<file path="src/rtl/keypad_scan.sv">
// keypad_scan: 4x4 matrix keypad scanner with frame-based debounce.
//
// Drives one keypad row low at a time, samples the synchronized columns at the
// end of each row slot, and after four slots evaluates the whole frame.
// Accepted keys are reported as a 4-bit hex code {row, col}.
//
// Ports
//   clk        in   single clock, rising edge
//   rst        in   synchronous active-high reset
//   col[3:0]   in   keypad columns, active-low, asynchronous to clk
//   row[3:0]   out  keypad row drive, active-low one-hot
//   key[3:0]   out  hex code of the last accepted key (kept after release)
//   key_valid  out  one-cycle pulse when a new key is accepted
//   key_held   out  high while the accepted key is considered pressed
//   multi_key  out  high when the last completed frame saw more than one key
module keypad_scan #(
  parameter int unsigned SCAN_DIV     = 1000,
  parameter int unsigned DEBOUNCE_CNT = 4
) (
  input  logic       clk,
  input  logic       rst,
  input  logic [3:0] col,
  output logic [3:0] row,
  output logic [3:0] key,
  output logic       key_valid,
  output logic       key_held,
  output logic       multi_key
);

  localparam int unsigned DIV_W = (SCAN_DIV > 1) ? $clog2(SCAN_DIV) : 1;
  localparam int unsigned CNT_W = 4;
  localparam logic [DIV_W-1:0] SLOT_LAST = DIV_W'(SCAN_DIV - 1);
  localparam logic [CNT_W-1:0] DEB_M1    = CNT_W'(DEBOUNCE_CNT - 1);

  typedef enum logic [1:0] {
    S_IDLE     = 2'd0,
    S_DEBOUNCE = 2'd1,
    S_PRESSED  = 2'd2,
    S_RELEASE  = 2'd3
  } state_t;

  // Column synchronizer
  logic [3:0] r_col_meta;
  logic [3:0] r_col_sync;

  // Row scanning
  logic [DIV_W-1:0] r_slot_cnt;
  logic [1:0]       r_row_idx;
  logic [3:0]       r_row;

  // Frame capture: bit (r*4 + c) set means key at row r, column c was seen
  // pressed, so a single set bit's index is directly the key code.
  logic [15:0] r_samp;
  logic        r_eval;

  // Debounce state
  state_t           r_state;
  logic [CNT_W-1:0] r_cnt;
  logic [3:0]       r_cand;
  logic [3:0]       r_key;
  logic             r_key_valid;
  logic             r_key_held;
  logic             r_multi_key;

  // Frame classification
  logic       w_empty;
  logic       w_single;
  logic       w_multi;
  logic [3:0] w_code;

  assign row       = r_row;
  assign key       = r_key;
  assign key_valid = r_key_valid;
  assign key_held  = r_key_held;
  assign multi_key = r_multi_key;

  // Two-flop synchronizer for the asynchronous column inputs
  always_ff @(posedge clk) begin
    if (rst) begin
      r_col_meta <= 4'b1111;
      r_col_sync <= 4'b1111;
    end else begin
      r_col_meta <= col;
      r_col_sync <= r_col_meta;
    end
  end

  // Row slot timer, row rotation, end-of-slot sampling and frame-done strobe
  always_ff @(posedge clk) begin
    if (rst) begin
      r_slot_cnt <= '0;
      r_row_idx  <= 2'd0;
      r_row      <= 4'b1110;
      r_samp     <= 16'h0000;
      r_eval     <= 1'b0;
    end else begin
      r_eval <= 1'b0;
      if (r_slot_cnt == SLOT_LAST) begin
        r_slot_cnt                     <= '0;
        r_row_idx                      <= r_row_idx + 2'd1;
        r_row                          <= {r_row[2:0], r_row[3]};
        r_samp[{r_row_idx, 2'b00} +: 4] <= ~r_col_sync;
        // Row3 sample lands on this edge, so the frame is whole next cycle
        if (r_row_idx == 2'd3) begin
          r_eval <= 1'b1;
        end
      end else begin
        r_slot_cnt <= r_slot_cnt + DIV_W'(1);
      end
    end
  end

  // Frame classification: empty, exactly one key (power of two), or several
  always_comb begin
    w_empty  = (r_samp == 16'h0000);
    w_single = !w_empty && ((r_samp & (r_samp - 16'h0001)) == 16'h0000);
    w_multi  = !w_empty && !w_single;
    w_code   = 4'h0;
    for (int i = 0; i < 16; i++) begin
      if (r_samp[i]) begin
        w_code = 4'(i);
      end
    end
  end

  // Debounce / press-tracking FSM, advanced once per evaluated frame
  always_ff @(posedge clk) begin
    if (rst) begin
      r_state     <= S_IDLE;
      r_cnt       <= '0;
      r_cand      <= 4'h0;
      r_key       <= 4'h0;
      r_key_valid <= 1'b0;
      r_key_held  <= 1'b0;
      r_multi_key <= 1'b0;
    end else begin
      r_key_valid <= 1'b0;
      if (r_eval) begin
        r_multi_key <= w_multi;
        case (r_state)
          S_IDLE: begin
            if (w_single) begin
              r_state <= S_DEBOUNCE;
              r_cand  <= w_code;
              r_cnt   <= CNT_W'(1);
            end
          end
          S_DEBOUNCE: begin
            if (w_single && (w_code == r_cand)) begin
              if (r_cnt == DEB_M1) begin
                r_state     <= S_PRESSED;
                r_key       <= r_cand;
                r_key_valid <= 1'b1;
                r_key_held  <= 1'b1;
                r_cnt       <= '0;
              end else begin
                r_cnt <= r_cnt + CNT_W'(1);
              end
            end else begin
              r_state <= S_IDLE;
              r_cnt   <= '0;
            end
          end
          S_PRESSED: begin
            // Extra or different keys are ignored while a key is held
            if (w_empty) begin
              r_state <= S_RELEASE;
              r_cnt   <= CNT_W'(1);
            end
          end
          S_RELEASE: begin
            if (w_empty) begin
              if (r_cnt == DEB_M1) begin
                r_state    <= S_IDLE;
                r_key_held <= 1'b0;
                r_cnt      <= '0;
              end else begin
                r_cnt <= r_cnt + CNT_W'(1);
              end
            end else begin
              r_state <= S_PRESSED;
              r_cnt   <= '0;
            end
          end
          default: begin
            r_state <= S_IDLE;
            r_cnt   <= '0;
          end
        endcase
      end
    end
  end

endmodule

</file>
<file path="config.mk">
export PLATFORM = sky130hd
export DESIGN_NAME = keypad_scan
export DESIGN_NICKNAME = d
export VERILOG_FILES = /design/src/rtl/keypad_scan.sv
export SDC_FILE = /design/constraint.sdc
export NUM_CORES = 1
export LEC_CHECK = 0
export BUFFER_PORTS_ARGS = -buffer_cell sky130_fd_sc_hd__buf_2
export CORE_MARGIN = 2
export CORE_UTILIZATION = 65
export DETAILED_ROUTE_END_ITERATION = 10
export GPL_ROUTABILITY_DRIVEN = 0
export PLACE_DENSITY = 0.84
export SYNTH_ARGS = -nofsm -noshare
export SYNTH_HDL_FRONTEND = slang
export SYNTH_SLANG_ARGS = --single-unit
</file>
<file path="constraint.sdc">
create_clock -name clk -period 4.1 [get_ports clk]
set_input_delay 0.615 -clock clk [delete_from_list [all_inputs] [get_ports clk]]
set_output_delay 0.615 -clock clk [all_outputs]
set_load 0.01 [all_outputs]
</file>
==> run_results.csv <==
group,metric,value,unit
sta,final_hold_viol_count,0,
run,max_cap_violations,0,
power,share_comb_of_total_power,0.018,
die,io-pin-count,17,
power,power.share.switching,0.206,
critical_path,cp_max_fo,6,
clock_tree,buffer_levels_on_the_longest_clock_path,2,
global_routing,grt_antenna_before_repair,0,
critical_path,worst-endpoint-required,4.29,ns
sta,clock-skew-final,0.00967,ns
routing,via_count,2411,
synthesis,synth.ff_latch_count,58,
sta,setup_viol,0,
die,die_x,70.3,um
critical_path,cp-end-kind,"flip-flop",
critical_path,worst_ep_arrival_time,2.80,ns
synthesis,synthCells,335,
synthesis,synthFlopType,"sky130_fd_sc_hd__dfxtp_1",
final_layout,nFillCells,340,
placed_design,dp_worst_setup_slack,1.48,ns
clock_tree,post-cts-setup-buffers,0,
routing,post-route-drc-count,0,
sta,finalWorstPathRequiredPeriod,2.61,ns
routing,detailedRoute.firstIterationViolations,155,
synthesis,synth.net_count,349,
synthesis,synth_top_area_share,0.407,
power,clock_power_share,0.471,
power,leakagePower,1.14,nW
sta,finalWorstSetupSlack,1.49,ns
power,worst_ir_drop_vdd,0.000271,V
routing,detailedRoute.firstPassIterationCount,5,
die,std_cell_rows,24,
global_routing,grt_pass1_vias,2156,
synthesis,synthArstFlopShare,0,
sta,tightestPinTransition,0.867,ns
clock_tree,clkSlewWorstSetupHoldPaths,0.06,ns
clock_tree,tritoncts_clock_tree,"built",
critical_path,cell_with_the_biggest_individual_delay_on_the_critical_path,"sky130_fd_sc_hd__or4_1",
die,fp.coreArea,4290,um^2
global_routing,track_usage,0.251,
routing,topRoutingLayerUsed,"met4",
synthesis,cell_types_with_the_largest_area_share_after_synthesis,"sky130_fd_sc_hd__dfxtp_1 41%, sky130_fd_sc_hd__nor2_1 8.5%, sky130_fd_sc_hd__nor3_1 4.4%",
die,floorplan.die_area,4940,um^2
sta,whs,0.409,ns
synthesis,netlist_top_cells_count,"65 x sky130_fd_sc_hd__nor2_1, 58 x sky130_fd_sc_hd__dfxtp_1, 25 x sky130_fd_sc_hd__nor3_1",
sta,rsz0062_at_grt,"no",
critical_path,cp-start-kind,"flip-flop",
final_layout,register_area,1160,um^2
synthesis,synth_seq_area_share,0.407,
synthesis,count_of_flip_flops_with_a_built_in_enable_after_synthesis,0,
clock_tree,cts_resized,0,
sta,totalNegativeSetupSlack,0,ns
final_layout,growth_of_design_area_from_synthesis_to_finish,9.60,%
synthesis,yosysWarnings,0,
global_routing,first_pass_grt_wire_length,9720,um
hold_path,min-delay-path-class,"flip-flop to flip-flop",
power,total_switching_power,0.231,mW
final_layout,post_route_cells_drive_above_1_share,0.146,
routing,wl_met2,2800,um
routing,met1Wirelength,2600,um
synthesis,post_synth_num_cell_types,58,
placed_design,buffer_ports.inserted,16,
synthesis,netlist_area,2850,um^2
clock_tree,cts_made_buffers,9,
global_routing,grt_remaining_overflow,0,
power,cell_internal_pwr,0.891,mW
sta,timing_limited_maximum_frequency,383,MHz
clock_tree,clock_tree.htree_level_count,3,
clock_tree,tritoncts_num_sinks,58,
routing,met3WireLength,206,um
routing,finalWirelength,5710,um
power,power_per_cell_area,359,nW/um^2
clock_tree,clock_latency,0.33,ns
synthesis,synth_area_per_cell,8.52,um^2
critical_path,critical-path-top-cell-by-count,"sky130_fd_sc_hd__nor4_4",
routing,antenna_violating_nets_post_route,0,
die,die_h,70.3,um
placed_design,dp_hpwl,3890,um
sta,post-route-period-util,0.636,
die,floorplan.initialDensity,0.665,
sta,timing.slew.headroom,0.422,
final_layout,n_antenna_cell,0,
routing,post_drt_wl_per_cell,14.2,um
final_layout,multi_input_comb_area,1600,um^2
clock_tree,postCtsHoldBufs,0,
routing,avgViaCountPerCell,6.01,
critical_path,cell_chain_of_the_critical_path,"or4_1, nor4_4, o221a_4, nand4_4, nor4_4, mux2i_1, nor2_1",
global_routing,pin_count_of_the_biggest_net_entering_global_routing,53,
final_layout,fin_nets,358,
sta,final-max-slew-violation-count,0,
synthesis,synth.largest_area_cell,"sky130_fd_sc_hd__dfxtp_1",
outcome,status,"completed",
power,pwr-share-seq,0.512,
critical_path,worst-setup-path-type,"flip-flop to flip-flop",
critical_path,critPathMaxStageDelay,0.70,ns
clock_tree,clockRootBuffer,"sky130_fd_sc_hd__clkbuf_8",
synthesis,synthMostInstantiatedCell,"sky130_fd_sc_hd__nor2_1",
flip-flops by register name (all words and copies together), names as in the netlist:
signal / flops
r_col_sync: 4
r_col_meta: 4
r_cnt: 4
row: 4
key_valid: 1
r_samp: 16
r_state: 2
r_cand: 4
key: 4
r_eval: 1
key_held: 1
multi_key: 1
r_row_idx: 2
r_slot_cnt: 10
critical path, delay by kind of cell, from the launching register on:
kind | cells | cell delay (ns)
AO/OA/AOI/OAI | 1 | 0.26
AND/OR/NAND/NOR | 5 | 1.62
multiplexers | 1 | 0.24
flip-flops | 1 | 0.35
final cells by class:
| cell class | instances | share of cell area |
|---|---|---|
| Multi-Input combinational cell | 253 | 0.511 |
| Sequential cell | 58 | 0.371 |
| Clock inverter | 2 | 0.0112 |
| Inverter | 5 | 0.00600 |
| Tap cell | 52 | 0.0208 |
| Clock buffer | 14 | 0.0520 |
| Timing Repair Buffer | 17 | 0.0280 |
worst paths after layout:
check,cells after the start,from,slack (ns),endpoint
setup / recovery,7,r_samp[0]$_SDFFE_PP0P_,1.49,key[1]$_SDFFE_PP0P_
hold / removal,1,r_col_meta[0]$_SDFF_PP1_,0.41,r_col_sync[0]$_SDFF_PP1_
setup reg to reg,7,r_samp[0]$_SDFFE_PP0P_,1.49,key[1]$_SDFFE_PP0P_
hold reg to reg,1,r_col_meta[0]$_SDFF_PP1_,0.41,r_col_sync[0]$_SDFF_PP1_
layout by cell type (no fill, tap or decap), types with 2 or more instances in the layout:
master                       n
sky130_fd_sc_hd__or3_1       2
sky130_fd_sc_hd__or2_2       9
sky130_fd_sc_hd__a2111oi_0   2
sky130_fd_sc_hd__o21ai_0     6
sky130_fd_sc_hd__nand4_1     2
sky130_fd_sc_hd__o22ai_1     3
sky130_fd_sc_hd__nor3_1     25
sky130_fd_sc_hd__a211o_1     3
sky130_fd_sc_hd__ha_1        8
sky130_fd_sc_hd__nand2b_1    2
sky130_fd_sc_hd__a21oi_1    23
sky130_fd_sc_hd__xnor2_1     7
sky130_fd_sc_hd__mux2i_1     7
sky130_fd_sc_hd__and3_1      5
sky130_fd_sc_hd__nor4_4      2
sky130_fd_sc_hd__nand3b_1    2
sky130_fd_sc_hd__nand4b_1    2
sky130_fd_sc_hd__clkbuf_8   11
sky130_fd_sc_hd__o31ai_1     3
sky130_fd_sc_hd__nand2_1    15
sky130_fd_sc_hd__nor2b_1     6
sky130_fd_sc_hd__inv_1       5
sky130_fd_sc_hd__dfxtp_1    58
sky130_fd_sc_hd__o21ai_1     2
sky130_fd_sc_hd__buf_2      16
sky130_fd_sc_hd__or4_1       5
sky130_fd_sc_hd__clkbuf_1    3
sky130_fd_sc_hd__a211oi_1    4
sky130_fd_sc_hd__o21a_1      2
sky130_fd_sc_hd__nor4_1      6
sky130_fd_sc_hd__nor2_1     65
sky130_fd_sc_hd__nand3_1     8
sky130_fd_sc_hd__xor2_1      3
power by group through the flow:
stage               clock, mW  sequential, mW  combinational [mW]
floorplan                   0           0.585              0.0156
global placement            0           0.587              0.0189
detailed placement          0           0.587              0.0200
CTS                     0.539           0.574              0.0201
global route            0.566           0.574              0.0227
finish                  0.528           0.574              0.0200
metrics by stage:
step / area (um^2) / cells / utilization / power, mW
5_1_grt: 3130 / 401 / 0.728 / 1.16
3_5_place_dp: 2930 / 385 / 0.682 / 0.607
4_1_cts: 3130 / 401 / 0.728 / 1.13
2_1_floorplan: 2850 / 335 / - / 0.601
3_3_place_gp: 2930 / 385 / 0.682 / 0.606
6_report: 3130 / 401 / 0.728 / 1.12
cell families after synthesis:
| family | count (synthesis) | share of synthesized area |
|---|---|---|
| AND/OR/NAND/NOR | 165 | 0.312 |
| adder cells (fa/ha/maj) | 8 | 0.0351 |
| AO/OA/AOI/OAI | 63 | 0.157 |
| flip-flops | 58 | 0.407 |
| buffers and inverters | 24 | 0.0333 |
| XOR/XNOR | 10 | 0.0307 |
| multiplexers | 7 | 0.0246 |
layer usage:
metal,up-vias,global-route usage
met5,-,0
met2,60,0.404
met4,0,0.139
li1,1223,-
met1,1116,0.309
met3,12,0.0577
(Power assumes the default switching activity.)
